[config.mk]
export PLATFORM = sky130hd
export DESIGN_NAME = vram_write_scheduler
export DESIGN_NICKNAME = d
export VERILOG_FILES = /design/src/rtl/vram_sched_pkg.sv /design/src/rtl/vram_sweep_counter.sv /design/src/rtl/vram_write_scheduler.sv
export SDC_FILE = /design/constraint.sdc
export NUM_CORES = 1
export LEC_CHECK = 0
export BUFFER_PORTS_ARGS = -buffer_cell sky130_fd_sc_hd__buf_2
export CAP_MARGIN = 0
export CORE_MARGIN = 4
export CORE_UTILIZATION = 30
export DETAILED_ROUTE_END_ITERATION = 10
export PLACE_DENSITY = 0.48
export SLEW_MARGIN = 10
export SYNTH_ARGS = -nofsm -noshare
export SYNTH_HDL_FRONTEND = slang
export SYNTH_SLANG_ARGS = --single-unit
[constraint.sdc]
create_clock -name inClock -period 2.2 [get_ports inClock]
set_input_delay 0.44 -clock inClock [delete_from_list [all_inputs] [get_ports inClock]]
set_output_delay 0.44 -clock inClock [all_outputs]
set_load 0.01 [all_outputs]
[src/rtl/vram_sched_pkg.sv]
`default_nettype none
// vram_sched_pkg: scheduler state encoding and default VRAM geometry shared with VGAGenerator (rev 1.0).
package vram_sched_pkg;

    localparam int DEF_ADDR_W = 10;
    localparam int DEF_DATA_W = 10;
    localparam int DEF_DEPTH  = 1024;

    typedef enum logic [1:0] {
        IDLE     = 2'd0,
        WAIT_VBL = 2'd1,
        SWEEP    = 2'd2,
        DONE     = 2'd3
    } sched_state_t;

endpackage
`default_nettype wire

[src/rtl/vram_sweep_counter.sv]
`default_nettype none
// vram_sweep_counter: sweep address generator counting 0..DEPTH-1, flags the final address (rev 1.0).
module vram_sweep_counter
    import vram_sched_pkg::*;
#(
    parameter int ADDR_W = DEF_ADDR_W,
    parameter int DEPTH  = DEF_DEPTH
) (
    input  logic              clk,
    input  logic              rst,
    input  logic              start,
    input  logic              enable,
    output logic [ADDR_W-1:0] addr,
    output logic              last
);

    localparam logic [ADDR_W-1:0] LAST_ADDR = ADDR_W'(DEPTH - 1);

    always_ff @(posedge clk) begin
        if (rst || start) begin
            addr <= '0;
        end else if (enable) begin
            addr <= addr + ADDR_W'(1);
        end
    end

    assign last = (addr == LAST_ADDR);

endmodule
`default_nettype wire

[src/rtl/vram_write_scheduler.sv]
`default_nettype none
// vram_write_scheduler: shares the VRAM write port between a sample stream and a full-screen fill sweep (rev 1.0).
// Optional VRAM_RAMP_PATTERN_EN adds rampReq, which sweeps an address ramp instead of clearValue.
module vram_write_scheduler
    import vram_sched_pkg::*;
#(
    parameter int ADDR_W         = DEF_ADDR_W,
    parameter int DATA_W         = DEF_DATA_W,
    parameter int DEPTH          = DEF_DEPTH,
    parameter int SYNC_TO_VBLANK = 1
) (
    input  logic              inClock,
    input  logic              reset,
    input  logic              vBlank,
    input  logic              sampleValid,
    input  logic [ADDR_W-1:0] sampleAddr,
    input  logic [DATA_W-1:0] sampleData,
    output logic              sampleReady,
    input  logic              clearReq,
    input  logic [DATA_W-1:0] clearValue,
`ifdef VRAM_RAMP_PATTERN_EN
    input  logic              rampReq,
`endif
    output logic              vramWe,
    output logic [ADDR_W-1:0] vramWriteAddr,
    output logic [DATA_W-1:0] vramInData,
    output logic              busy,
    output logic              sweepDone
);

    localparam logic [ADDR_W:0] DEPTH_LIM = (ADDR_W + 1)'(DEPTH);

    sched_state_t      state;
    sched_state_t      state_next;
    logic              pending;
    logic [DATA_W-1:0] fill_value;
    logic              sweep_req;
    logic              sweep_take;
    logic              sample_take;
    logic              in_range;
    logic              cnt_start;
    logic              cnt_enable;
    logic              cnt_last;
    logic [ADDR_W-1:0] cnt_addr;
    logic [DATA_W-1:0] sweep_word;

    assign sampleReady = (state == IDLE) && !pending;
    assign sample_take = sampleValid && sampleReady;
    assign in_range    = ({1'b0, sampleAddr} < DEPTH_LIM);
    assign sweep_take  = (state == IDLE) && !pending && sweep_req;

`ifdef VRAM_RAMP_PATTERN_EN
    logic              ramp_mode;
    logic [DATA_W-1:0] ramp_word;

    if (DATA_W > ADDR_W) begin : g_ramp_ext
        assign ramp_word = {{(DATA_W - ADDR_W){1'b0}}, cnt_addr};
    end else begin : g_ramp_trunc
        assign ramp_word = cnt_addr[DATA_W-1:0];
    end

    assign sweep_req  = clearReq || rampReq;
    assign sweep_word = ramp_mode ? ramp_word : fill_value;

    // A simultaneous clear overrides the ramp request.
    always_ff @(posedge inClock) begin
        if (reset) begin
            ramp_mode <= 1'b0;
        end else if (sweep_take) begin
            ramp_mode <= !clearReq;
        end
    end
`else
    assign sweep_req  = clearReq;
    assign sweep_word = fill_value;
`endif

    always_comb begin
        state_next = state;
        case (state)
            IDLE:     if (sweep_take) state_next = (SYNC_TO_VBLANK != 0) ? WAIT_VBL : SWEEP;
            WAIT_VBL: if (vBlank) state_next = SWEEP;
            SWEEP:    if (cnt_last) state_next = DONE;
            DONE:     state_next = IDLE;
            default:  state_next = IDLE;
        endcase
    end

    assign cnt_start  = (state_next == SWEEP) && (state != SWEEP);
    assign cnt_enable = (state == SWEEP) && !cnt_last;

    vram_sweep_counter #(
        .ADDR_W (ADDR_W),
        .DEPTH  (DEPTH)
    ) u_sweep_counter (
        .clk    (inClock),
        .rst    (reset),
        .start  (cnt_start),
        .enable (cnt_enable),
        .addr   (cnt_addr),
        .last   (cnt_last)
    );

    // Write port is fully registered, so every write lands one cycle after its decision.
    always_ff @(posedge inClock) begin
        if (reset) begin
            state         <= IDLE;
            pending       <= 1'b0;
            fill_value    <= '0;
            vramWe        <= 1'b0;
            vramWriteAddr <= '0;
            vramInData    <= '0;
            busy          <= 1'b0;
            sweepDone     <= 1'b0;
        end else begin
            state     <= state_next;
            busy      <= (state_next == WAIT_VBL) || (state_next == SWEEP) || (state_next == DONE);
            sweepDone <= (state == DONE);
            vramWe    <= 1'b0;
            if (sweep_take) begin
                pending <= 1'b1;
            end else if (state == DONE) begin
                pending <= 1'b0;
            end
            if (sweep_take && clearReq) begin
                fill_value <= clearValue;
            end
            if (sample_take && in_range) begin
                vramWe        <= 1'b1;
                vramWriteAddr <= sampleAddr;
                vramInData    <= sampleData;
            end else if (state == SWEEP) begin
                vramWe        <= 1'b1;
                vramWriteAddr <= cnt_addr;
                vramInData    <= sweep_word;
            end
        end
    end

endmodule
`default_nettype wire

==> results.cfg <==
[route]
wl_met3_um = 350
wl_per_cell_um = 13.9
top_layer = met4
drt_iter0_drc = 59
met2_length_um = 2320
num_vias = 1825
ant_nets = 0
routed_wl_um = 5180
drt-pass1-iter-count = 4
route.detailed.drc = 0
via_per_inst = 4.88
met1Wirelength_um = 2470

[grt]
grt_pass1_wl_um = 8590
grt_pass1_vias = 1702
antenna_found_initial = 0
grt_overflow = 0
grt_max_degree = 25
grt_usage_pct = 14.2

[synth]
synthXorXnorAreaFrac_pct = 1.35
ys_ff_latch = 46
synth.cell_area_mm2 = 0.00194
synth_top_family_by_area = simple AND/OR/NAND/NOR gates
synth-main-ff-cell = dfxtp_1
synth_adder_area_share_pct = 0.644
ys_types = 37
synth_cells = 242
avgSynthCellArea_um2 = 8.02
async_flop_share_pct = 0
yosysSeqAreaShare_pct = 47.4
synth_compound_area_share_pct = 17.8
synth_nets = 278
yosys.area_share.simple_pct = 27.3
synth_edf_count = 0
ys_warn_count = 0
muxShareOfSynthArea_pct = 1.03

[cells_and_area]
antenna_cells = 0
fin_nets = 332
final_core_util_pct = 38.0
drive_above_1_share_pct = 26.9
area_growth_pct = 23.6
fin_cells = 374

[floorplanning]
core_mm2 = 0.00631
core.rowCount = 29
dieWidth_um = 88.5
start_util_pct = 30.8
die_area_mm2 = 0.00782
die-height_um = 88.5
io_pins = 59

[power_and_ir_drop]
peakVddDrop_uv = 346
p_per_area_mw_per_mm2 = 731
p_leak_uw = 0.000984
total_power_uw = 1750

[setup_path]
path_cells = nor3_2 > buf_2
setup.worst_path.end_class = output port
criticalPathCategory = reg2out
path_max_fanout = 8
startpoint_type = register
cp.arrival_ps = 1270
slowest_delay_ps = 400
cp_data_required_time_ps = 1760
r2r_slack_ps = 520
slowest_stage = dfxtp_1

[placement]
dp_cells = 366
numPortBuffers = 58
gp_congestion = 0.781
hpwl_um = 3790

[clock_tree]
cts-buffers-inserted = 5
htreeDepth = 2
cts_setup_buffers = 0
cts_resized = 0
path_clk_slew_ps = 90
cts_buffer_depth = 2
worst_skew_pair.late_latency_ps = 300
cts_tree = built
hold_buffers = 0
root_buffer = clkbuf_8
cts_sinks = 46

[timing]
rsz0062_at_grt = false
hold_viol = 0
worst-slew-pin-transition_ps = 490
finalSetupViolCount = 0
slew-limit-headroom_pct = 67.4
timing.final.crit_share_pct = 77.9
min_period_ps = 1710
final_max_slew_viol_count = 0
fmax_ghz = 0.583
fin_tns_setup_ps = 0
fin_skew_ps = 4.79

[outcome]
status = finished clean

[job]
max_cap_viol_count = 0

[hold_path]
hp-class = in2reg
[worst max-delay path, delay by kind of cell (launching register included)]
| family | cells | cell delay [ps] |
|---|---|---|
| flip-flops | 1 | 400 |
| AND/OR/NAND/NOR | 1 | 370 |
| buffers and inverters | 1 | 200 |
[through the flow]
step / worst slack (ps) / hold slack (ps) / area, um^2
after floorplan: 692 / 437 / 1940
after global routing: 324 / 356 / 2400
after CTS: 456 / 358 / 2400
after detailed placement: 549 / 447 / 2300
final: 485 / 366 / 2400
after global placement: 579 / 443 / 2300
[sequential cells by signal, summed over array words and instances (netlist names)]
signal                cells
vramWriteAddr            10
pending                   1
busy                      1
state                     2
u_sweep_counter.addr     10
vramInData               10
fill_value               10
sweepDone                 1
vramWe                    1
[report_power, final]
group	total, uW	leakage (uW)	internal, uW	switching, uW
logic	282	0.000560	118	164
clock network	543	0.0000472	253	290
registers	930	0.000377	895	34.7
total	1750	0.000984	1270	488
[cell usage in the layout (no fill, tap or decap), types with 3 or more instances in the layout]
master	count
a21oi_1	18
clkbuf_8	6
buf_2	58
and3_1	3
buf_4	7
nand3_1	3
nor2_1	32
a311oi_1	20
nor3_1	5
dfxtp_1	46
nand2_1	65
nand4_1	3
[layer usage]
layer / track usage [%] / up-vias
met4: 3.30 / 0
li1: - / 948
met1: 19.9 / 819
met5: 0 / -
met2: 21.5 / 52
met3: 4.28 / 6
[final timing paths]
kind / from / endpoint / cells after the start
hold reg to reg: fill_value[1] / fill_value[1] / 2
hold / removal: clearValue[6] / fill_value[6] / 3
setup / recovery: state[1] / sampleReady / 2
setup reg to reg: u_sweep_counter.addr[0] / u_sweep_counter.addr[8] / 5
[kinds of logic (layout without fill, tap and decap cells)]
logic type	Yosys count	after routing
AOI/OAI and AO/OA	47	47
xor gates and xnor gates	3	3
adders and majority gates	1	1
buffers and inverters	20	75
DFF	46	46
muxes	2	2
and+or+nand+nor	123	123
[layout make-up]
class / count / area [um^2]
Multi-Input combinational cell: 176 / 937
Clock inverter: 2 / 12.5
Sequential cell: 46 / 921
Clock buffer: 6 / 82.6
Fill cell: 705 / 3910
Tap cell: 77 / 96.3
Inverter: 2 / 7.51
Timing Repair Buffer: 65 / 343
[Yosys cell counts, drive strengths merged, types with 2 or more instances]
cell | number | area (um^2)
nand2 | 65 | 244
dfxtp | 46 | 921
nor2 | 32 | 120
a311oi | 20 | 175
a21oi | 18 | 90.1
clkbuf | 13 | 48.8
nor3 | 6 | 35.0
buf | 5 | 30.0
and3 | 4 | 26.3
and2 | 3 | 21.3
nand3 | 3 | 15.0
nand4 | 3 | 18.8
inv | 2 | 7.51
mux2i | 2 | 20.0
nor2b | 2 | 12.5
xnor2 | 2 | 17.5
Note: power is estimated with default switching activity, not from simulation.
